===== src/rtl/pong_pkg.sv =====
// Shared Pong definitions: paddle FSM states and playfield geometry.
// Used by paddle control, ball/collision and VGA draw logic.
// Pure declarations, no logic.
package pong_pkg;

  typedef enum logic [1:0] {
    IDLE   = 2'd0,
    MOVE   = 2'd1,
    CENTER = 2'd2
  } paddle_state_t;

  localparam int SCREEN_H = 480;
  localparam int PADDLE_H = 80;
  localparam int INIT_Y   = 200;

endpackage


===== src/rtl/paddle_ctrl_pend_queue.sv =====
// Saturating signed press counter: +1 on inc, -1 on dec, optional step toward zero.
// Latency: one cycle; pend reflects inputs of the previous edge.
// No backpressure: pulses beyond +/-QDEPTH or while discarding are dropped.
module pend_queue
  import pong_pkg::*;
#(
  parameter int QDEPTH = 3,
  parameter int P_W    = 4
) (
  input  logic           clk,
  input  logic           rst_n,
  input  logic           inc,
  input  logic           dec,
  input  logic           discard,
  input  logic           step,
  input  logic           clear,
  output logic [P_W-1:0] pend
);

  // Two guard bits so step plus a press never overflows before saturation.
  localparam int S_W = P_W + 2;
  localparam logic signed [S_W-1:0] ONE  = S_W'(1);
  localparam logic signed [S_W-1:0] QMAX = S_W'(QDEPTH);
  localparam logic signed [S_W-1:0] QMIN = -QMAX;

  logic signed [S_W-1:0] sum;
  logic [P_W-1:0]        pend_nxt;
  logic                  neg;
  logic                  nz;

  assign neg = pend[P_W-1];
  assign nz  = |pend;

  // Next count: step toward zero first, then net press effect, then saturate.
  always_comb begin
    sum = $signed({{(S_W-P_W){pend[P_W-1]}}, pend});
    if (step) begin
      if (neg) begin
        sum = sum + ONE;
      end else if (nz) begin
        sum = sum - ONE;
      end
    end
    // Simultaneous up and down cancel; nothing counts while discarding.
    if (!discard && inc && !dec) begin
      sum = sum + ONE;
    end else if (!discard && dec && !inc) begin
      sum = sum - ONE;
    end
    if (sum > QMAX) begin
      sum = QMAX;
    end else if (sum < QMIN) begin
      sum = QMIN;
    end
    pend_nxt = clear ? '0 : sum[P_W-1:0];
  end

  // Count register.
  always_ff @(posedge clk or negedge rst_n) begin
    if (!rst_n) begin
      pend <= '0;
    end else begin
      pend <= pend_nxt;
    end
  end

endmodule


===== src/rtl/paddle_ctrl.sv =====
// Paddle position animator: queued button presses become 1 px/frame moves, clamped.
// Latency: press at n -> pend at n+1 -> MOVE at n+2; pixels move on frame_tick in MOVE.
// No backpressure: excess presses saturate the queue and are dropped.
module paddle_ctrl
  import pong_pkg::*;
#(
  parameter int SCREEN_H = pong_pkg::SCREEN_H,
  parameter int PADDLE_H = pong_pkg::PADDLE_H,
  parameter int STEP     = 32,
  parameter int INIT_Y   = pong_pkg::INIT_Y,
  parameter int Y_W      = 10,
  parameter int QDEPTH   = 3
) (
  input  logic           clk,
  input  logic           rst_n,
  input  logic           frame_tick,
  input  logic           up_p,
  input  logic           down_p,
  input  logic           freeze,
  input  logic           recenter,
  output logic [Y_W-1:0] paddle_y,
  output logic           moving,
  output logic [3:0]     pend
);

  localparam int R_W = $clog2(STEP + 1);
  localparam logic [R_W-1:0] R_STEP = R_W'(STEP);
  localparam logic [R_W-1:0] R_ONE  = R_W'(1);
  localparam logic [Y_W-1:0] Y_MAX  = Y_W'(SCREEN_H - PADDLE_H);
  localparam logic [Y_W-1:0] Y_HOME = Y_W'(INIT_Y);
  localparam logic [Y_W-1:0] Y_ONE  = Y_W'(1);

  paddle_state_t  state;
  logic [R_W-1:0] remain;
  logic           dir;       // 1 = up (y decreasing), 0 = down
  logic           tick_ok;
  logic           at_bound;
  logic           load;
  logic           abort;
  logic           q_clear;
  logic           q_discard;

  // Frame ticks only count while not frozen.
  assign tick_ok  = frame_tick && !freeze;

  // Paddle already touching the edge it is heading toward.
  assign at_bound = dir ? (paddle_y == '0) : (paddle_y == Y_MAX);

  // Pull the next queued move out of the counter.
  assign load     = (state == IDLE) && !recenter && (pend != '0) && !freeze;

  // Move cut short at the playfield edge; the rest of the queue is thrown away.
  assign abort    = (state == MOVE) && !recenter && tick_ok && at_bound;

  assign q_clear   = recenter || abort;
  assign q_discard = freeze || (state == CENTER);

  pend_queue #(
    .QDEPTH (QDEPTH),
    .P_W    (4)
  ) u_pend_queue (
    .clk     (clk),
    .rst_n   (rst_n),
    .inc     (down_p),
    .dec     (up_p),
    .discard (q_discard),
    .step    (load),
    .clear   (q_clear),
    .pend    (pend)
  );

  // Motion FSM with remain counter, position register and registered moving flag.
  always_ff @(posedge clk or negedge rst_n) begin
    if (!rst_n) begin
      state    <= IDLE;
      remain   <= '0;
      dir      <= 1'b0;
      paddle_y <= Y_HOME;
      moving   <= 1'b0;
    end else if (recenter) begin
      // Recenter overrides everything, even freeze and an ongoing recenter.
      state    <= CENTER;
      remain   <= '0;
      moving   <= 1'b1;
    end else begin
      case (state)
        IDLE: begin
          if (load) begin
            state  <= MOVE;
            remain <= R_STEP;
            dir    <= pend[3];
            moving <= 1'b1;
          end
        end
        MOVE: begin
          if (tick_ok) begin
            if (at_bound) begin
              state  <= IDLE;
              remain <= '0;
              moving <= 1'b0;
            end else begin
              paddle_y <= dir ? (paddle_y - Y_ONE) : (paddle_y + Y_ONE);
              remain   <= remain - R_ONE;
              if (remain == R_ONE) begin
                state  <= IDLE;
                moving <= 1'b0;
              end
            end
          end
        end
        CENTER: begin
          // Frozen: hold both state and position until play resumes.
          if (!freeze) begin
            if (paddle_y == Y_HOME) begin
              state  <= IDLE;
              moving <= 1'b0;
            end else if (frame_tick) begin
              paddle_y <= (paddle_y < Y_HOME) ? (paddle_y + Y_ONE) : (paddle_y - Y_ONE);
            end
          end
        end
        default: begin
          state  <= IDLE;
          moving <= 1'b0;
        end
      endcase
    end
  end

endmodule

===== config.mk =====
export PLATFORM = sky130hd
export DESIGN_NAME = paddle_ctrl
export DESIGN_NICKNAME = d
export VERILOG_FILES = /design/src/rtl/pong_pkg.sv /design/src/rtl/paddle_ctrl_pend_queue.sv /design/src/rtl/paddle_ctrl.sv
export SDC_FILE = /design/constraint.sdc
export NUM_CORES = 1
export LEC_CHECK = 0
export BUFFER_PORTS_ARGS = -buffer_cell sky130_fd_sc_hd__buf_2
export CAP_MARGIN = 20
export CORE_MARGIN = 2
export CORE_UTILIZATION = 55
export DETAILED_ROUTE_END_ITERATION = 10
export GPL_TIMING_DRIVEN = 0
export PLACE_DENSITY = 0.76
export SLEW_MARGIN = 30
export SYNTH_ARGS = -nofsm -noshare
export SYNTH_HDL_FRONTEND = slang
export SYNTH_SLANG_ARGS = --single-unit

===== constraint.sdc =====
create_clock -name clk -period 4 [get_ports clk]
set_input_delay 0 -clock clk [delete_from_list [all_inputs] [get_ports clk]]
set_output_delay 0 -clock clk [all_outputs]
set_load 0.005 [all_outputs]

# Word level (Yosys, flattened, before mapping)
# Cells that the tools add are included.
[classes]
n_addsub = 7
order_cmp = 3
eq_ne = 15
n_mux = 38
bitwise = 1
reduce_logical = 28
[ops]
columns = ["operator", "n"]
rows = [
  ["2-to-1 mux 10 bit", 7],
  ["2-to-1 mux 6 bit", 9],
  ["case mux 10 bit (2 select lines)", 1],
  ["2-to-1 mux 2 bit", 7],
  ["2-to-1 mux 4 bit", 3],
  ["case mux 6 bit (2 select lines)", 1],
  ["logical AND 1 bit", 11],
  ["adder 10 x 1 -> 10 bit, second input constant", 1],
  ["== test 10 x 8 -> 1 bit, second input constant", 1],
  ["== test 10 x 9 -> 1 bit, second input constant", 1],
  ["zero test 10 bit", 1],
  ["less-than comparator 10 x 8 -> 1 bit, second input constant", 1],
  ["inequality test 2 bit, second input constant", 5],
  ["subtractor 10 x 1 -> 10 bit, second input constant", 1],
  ["inequality test 3 bit, second input constant", 3],
  ["2-to-1 mux 1 bit", 8],
  ["AND reduction 7 bit", 1],
  ["adder 6 x 2 -> 6 bit, second input constant", 1],
  ["== test 6 x 1 -> 1 bit, second input constant", 1],
  ["greater-than comparator 6 x 3 -> 1 bit, second input constant", 1],
  ["less-than comparator 6 x 3 -> 1 bit, second input constant", 1],
  ["case mux 2 bit (3 select lines)", 1],
  ["AND reduction 3 bit", 2],
  ["subtractor 6 x 1 -> 6 bit, second input constant", 1],
  ["other kinds (17)", 22],
]
[word_totals]
register_bits = 24
in_bits = 7
wordCells = 98

# Logic depth before layout (Yosys ltp)
[logic_depth]
word_depth = 12
depth_mapped = 14

# Modules after synthesis
# Synthesis repeated with hierarchy kept, for this count alone.
[unflattened]
cells_unflattened = 248
area_unflattened_um2 = 2163.3
[modules_own_cells]
columns = ["mod", "n_inst", "cells_each", "area_per_inst_um2"]
rows = [
  ["paddle_ctrl", 1, 158, 1452.6],
  ["pend_queue", 1, 90, 710.7],
]

# Least setup slack after synthesis
# OpenSTA, ideal clock, no wires.
[synth_timing]
path_kind = "register to register"
startpoint = "register u_pend_queue.pend[0]"
endpoint = "register u_pend_queue.pend[1]"
setup_time_ns = 0.130
arrival_ns = 2.810
slack_ns = 1.060
path_stages_with_launch = 14
path_buffers = 0
period_less_slack_ns = 2.940
path_cell_list = "dfrtp_1 > inv_1 > ha_1 > or3b_2 > nand2_1 > o21ai_0 > ha_1 > nand2b_1 > o22ai_1 > o211ai_1 > o2111ai_1 > nor2_1 > a211o_1 > nor3b_2"
[synth_between]
elab_chain_len = 11
word_cells_on_any_way = 18
classes_between = "4 x add/sub; 2 x order compare; 8 x mux; 4 x reduce/logical"
[synth_rtl]
columns = ["item", "line", "text"]
rows = [
  ["start, declared", "paddle_ctrl_pend_queue.sv:17", "output logic [P_W-1:0] pend"],
  ["start signal, assigned", "paddle_ctrl_pend_queue.sv:63", "pend <= pend_nxt;"],
  ["subtractor 4 x 2 -> 5 bit, or another cell as far along", "paddle_ctrl_pend_queue.sv:41", "sum = sum - ONE;"],
  ["2-to-1 mux 6 bit / logical AND 1 bit (equally long branches)", "paddle_ctrl_pend_queue.sv:40, paddle_ctrl.sv:50", ""],
  ["2-to-1 mux 6 bit / logical AND 1 bit (equally long branches)", "paddle_ctrl_pend_queue.sv:38, paddle_ctrl.sv:50", ""],
  ["2-to-1 mux 6 bit *", "paddle_ctrl_pend_queue.sv:37", "if (step) begin"],
  ["subtractor 6 x 2 -> 6 bit", "paddle_ctrl_pend_queue.sv:48", "sum = sum - ONE;"],
  ["2-to-1 mux 6 bit", "paddle_ctrl_pend_queue.sv:47", "end else if (!discard && dec && !inc) begin"],
  ["2-to-1 mux 6 bit *", "paddle_ctrl_pend_queue.sv:45", "if (!discard && inc && !dec) begin"],
  ["less-than comparator 6 x 3 -> 1 bit", "paddle_ctrl_pend_queue.sv:52", "end else if (sum < QMIN) begin"],
  ["2-to-1 mux 4 bit", "paddle_ctrl_pend_queue.sv:52", ""],
  ["2-to-1 mux 4 bit *", "paddle_ctrl_pend_queue.sv:50", "if (sum > QMAX) begin"],
  ["2-to-1 mux 4 bit *", "paddle_ctrl_pend_queue.sv:55", "pend_nxt = clear ? '0 : sum[P_W-1:0];"],
  ["via u_pend_queue.pend_nxt[1]", "paddle_ctrl_pend_queue.sv:27", "logic [P_W-1:0] pend_nxt;"],
]
# Mark *: on every way through the listed nets, which the timed path passes. The rest lies on a longest branch.
# A chain may end at the register's enable or synchronous reset.

# Worst setup path after layout
[layout_timing]
startpoint = "register state[1]"
endpoint = "register u_pend_queue.pend[1]"
[layout_between]
elab_chain_len = 12
word_cells_on_any_way = 26
classes_between = "2 x add/sub; 2 x order compare; 2 x eq/ne; 6 x mux; 14 x reduce/logical"
[layout_rtl]
columns = ["item", "line", "text"]
rows = [
  ["start, declared", "paddle_ctrl.sv:33", "paddle_state_t state;"],
  ["start signal, assigned", "paddle_ctrl.sv:75", "state <= IDLE;"],
  ["start signal, assigned", "paddle_ctrl.sv:82", "state <= CENTER;"],
  ["start signal, assigned", "paddle_ctrl.sv:89", "state <= MOVE;"],
  ["zero test 2 bit", "paddle_ctrl.sv:50", "assign load = (state == IDLE) && !recenter && (pend != '0) && !freeze;"],
  ["logical AND 1 bit (3 in a row)", "paddle_ctrl.sv:50", ""],
  ["2-to-1 mux 6 bit", "paddle_ctrl_pend_queue.sv:37", ""],
  ["subtractor 6 x 2 -> 6 bit", "paddle_ctrl_pend_queue.sv:48", ""],
  ["2-to-1 mux 6 bit", "paddle_ctrl_pend_queue.sv:47", ""],
  ["2-to-1 mux 6 bit", "paddle_ctrl_pend_queue.sv:45", ""],
  ["less-than comparator 6 x 3 -> 1 bit", "paddle_ctrl_pend_queue.sv:52", ""],
  ["2-to-1 mux 4 bit", "paddle_ctrl_pend_queue.sv:52", ""],
  ["2-to-1 mux 4 bit", "paddle_ctrl_pend_queue.sv:50", ""],
  ["2-to-1 mux 4 bit *", "paddle_ctrl_pend_queue.sv:55", ""],
  ["via u_pend_queue.pend_nxt[1]", "paddle_ctrl_pend_queue.sv:27", ""],
]
# Marks and branches as above.

==> results.json <==
{
  "run_status": "finished clean",
  "period_share": 0.8545,
  "core_um2": 3390,
  "rows": 21,
  "ys_ff_latch": 24,
  "cp_data_required_time_ps": 4200,
  "grt_pass1_wl_um": 7383,
  "hold_viol_final": 0,
  "min_path_type": "input port to register",
  "cts-buffers-inserted": 3,
  "die_area_um2": 4092,
  "h-tree-depth": 1,
  "register_area_um2": 604.3,
  "syn_area_um2": 1978,
  "place.port_buffers": 20,
  "drtIter0Drc": 110,
  "grt_max_degree": 25,
  "clkSinkCount": 24,
  "syn_area_per_cell_um2": 8.208,
  "routed_wirelength_um": 4311,
  "grt_pass1_vias": 1637,
  "syn-instance-count": 241,
  "syn_nets": 257,
  "drc": 0,
  "firstDrtPassIters": 4,
  "rsz0062_at_grt": "no",
  "synthDistinctLibCells": 59,
  "placed_area_um2": 2136,
  "setup_tns_ps": 0,
  "worstHoldStart": "freeze",
  "synth_edf_count": 0,
  "postRouteAntennaNets": 0,
  "yosysWarnings": 0,
  "p_leak_nw": 0.8817,
  "cts_buffer_depth": 2,
  "cts_resized": 0,
  "viasPerCell": 5.859,
  "cts_tree": "done",
  "dr_total_vias": 1834,
  "fin_crit_ps": 3418,
  "ys_async_sr_fraction": 1.000,
  "die_y_um": 63.97,
  "rr_startpoint": "state[1]",
  "n_antenna_cell": 0,
  "clk_latency_ps": 310,
  "pwr-share-comb": 0.488,
  "fin_worst_skew_ps": 5.551,
  "globalRouteTotalUtil": 0.2221,
  "worstSetupPathType": "register to register",
  "io_pins": 22,
  "swShare": 0.4170,
  "antenna_found_initial": 0,
  "cap_violations": 0,
  "root_buffer": "clkbuf_4",
  "ys.flop_type": "dfrtp_1",
  "r2r_slack_ps": 580,
  "endpoint_kind": "register",
  "clk_pin_slew_ps": 130,
  "finalSetupViolCount": 0,
  "regToRegEndpoint": "u_pend_queue.pend[1]",
  "peakVddDrop_v": 0.0002379,
  "slew_violations": 0,
  "hold_depth": 4,
  "crit_fanout": 10,
  "seqPwrFrac": 0.387,
  "powerDensity_nw_per_um2": 408.3,
  "route.detailed.wl_per_inst_um": 13.77,
  "gr-total-overflow": 0,
  "dp_hpwl_um": 3259,
  "cp-start-kind": "register",
  "clkPwrFrac": 0.125,
  "final_nets": 284,
  "p_int_mw": 0.5209,
  "drive_gt1_frac": 0.1685,
  "fp.dieW_um": 63.97,
  "final_cell_area_um2": 2188,
  "finalWeightedCongestion": 0.8918,
  "ys_seq_area_frac": 0.3055,
  "hold_path_end": "dir",
  "arrival_ps": 3620,
  "ff2ff_path_depth": 11,
  "maxSlewHeadroom": 0.5016,
  "synthToLayoutAreaGrowth_pct": 10.63,
  "fmax_ghz": 0.2926,
  "worst-slew-pin-transition_ps": 737.2,
  "multiInputGateArea_um2": 1256,
  "p_switching_mw": 0.3726,
  "n_fill_cell": 305,
  "initial_core_util": 0.5836
}
[layer usage]
metal  up-vias  routed length [um]  GRT usage
li1        923                   -          -
met1       863                2171     0.3270
met2        41                1906     0.3398
met3         7                 169    0.02113
met4         0                  63    0.07609
met5         -                   0          0
[cell families after synthesis]
| kind of cell | synth area share |
|---|---|
| AOI/OAI and AO/OA | 0.1916 |
| xor gates and xnor gates | 0.06199 |
| adders and majority gates | 0.05693 |
| buffers and inverters | 0.06261 |
| DFF | 0.3055 |
| muxes | 0.03289 |
| and+or+nand+nor | 0.2884 |
[sequential cells by signal, summed over array words and instances (netlist names)]
| signal | count |
|---|---|
| state | 2 |
| u_pend_queue.pend | 4 |
| paddle_y | 10 |
| remain | 6 |
| moving | 1 |
| dir | 1 |
[layout by cell type (no fill, tap or decap), types with 9 or more instances in the layout]
| master | instances |
|---|---|
| o21ai_0 | 13 |
| dfrtp_1 | 21 |
| nor2_1 | 21 |
| buf_2 | 20 |
| clkbuf_1 | 13 |
| ha_1 | 9 |
| nand2_1 | 28 |
| xnor2_1 | 11 |
| inv_1 | 12 |
| nor3_1 | 10 |
| a21oi_1 | 11 |
[worst max path at each step]
stage | depth (start not counted) | end | startpoint
4_1_cts | 11 | u_pend_queue.pend[1] | state[1]
6_report | 11 | u_pend_queue.pend[1] | state[1]
5_1_grt | 11 | u_pend_queue.pend[1] | state[1]
3_5_place_dp | 11 | u_pend_queue.pend[1] | state[1]
2_1_floorplan | 13 | u_pend_queue.pend[1] | u_pend_queue.pend[0]
3_3_place_gp | 12 | u_pend_queue.pend[1] | u_pend_queue.pend[0]
[Yosys cell counts, types with 4 or more instances]
master    count  area (um2)
ha_1          9       112.6
a211oi_1      4       30.03
mux2_2        4       45.04
nand2b_1      4       25.02
nor2_1       21       78.83
or3_1         4       25.02
nor2b_1       4       25.02
nand2_1      28       105.1
dfrtp_1      21       525.5
o21ai_0      13       65.06
inv_1        12       45.04
clkbuf_1     12       45.04
nor3_1       10       50.05
nand3_1       4       20.02
a21oi_1      11       55.05
xnor2_1      11       96.34
o22ai_1       4       25.02
[critical path, stage by stage, from the launching register on]
cell      delay [ps]
dfrtp_1          410
clkbuf_1         220
nor4_2           510
nand2_1          180
o21ai_0          460
inv_1             90
ha_1             230
a22oi_1          210
xor2_1           320
o21ai_0          190
a311oi_1         420
nor3b_2           80
[through the flow]
step,worst slack (ps),hold slack [ps],utilization,power [mW],cells
after floorplan,1060,-295.6,-,0.6530,241
after global placement,702.7,12.51,0.6301,0.7680,307
after detailed placement,658.9,12.61,0.6301,0.7795,307
after CTS,623.6,5.693,0.6438,0.8930,313
after global routing,336.0,46.48,0.6456,0.9652,313
final,581.8,16.67,0.6456,0.8935,313
[what timing repair did]
action,CTS,global route
hold endpoints to repair,22,0
hold buffers,2,0
buffers inserted,0,0
[area by class of cell]
| class | count | share of cell area |
|---|---|---|
| Buffer | 15 | 0.03602 |
| Multi-Input combinational cell | 190 | 0.5740 |
| Sequential cell | 24 | 0.2762 |
| Clock buffer | 4 | 0.01201 |
| Inverter | 12 | 0.02058 |
| Tap cell | 46 | 0.02630 |
| Timing Repair Buffer | 22 | 0.05489 |
[power by group through the flow]
stage	Combinational, mW	Clock [mW]	Sequential [mW]
after global placement	0.422	0	0.346
after detailed placement	0.430	0	0.349
after CTS	0.433	0.115	0.345
after global routing	0.487	0.123	0.355
final	0.436	0.112	0.346
after floorplan	0.312	0	0.341
Power figures use the tool's default switching activity.
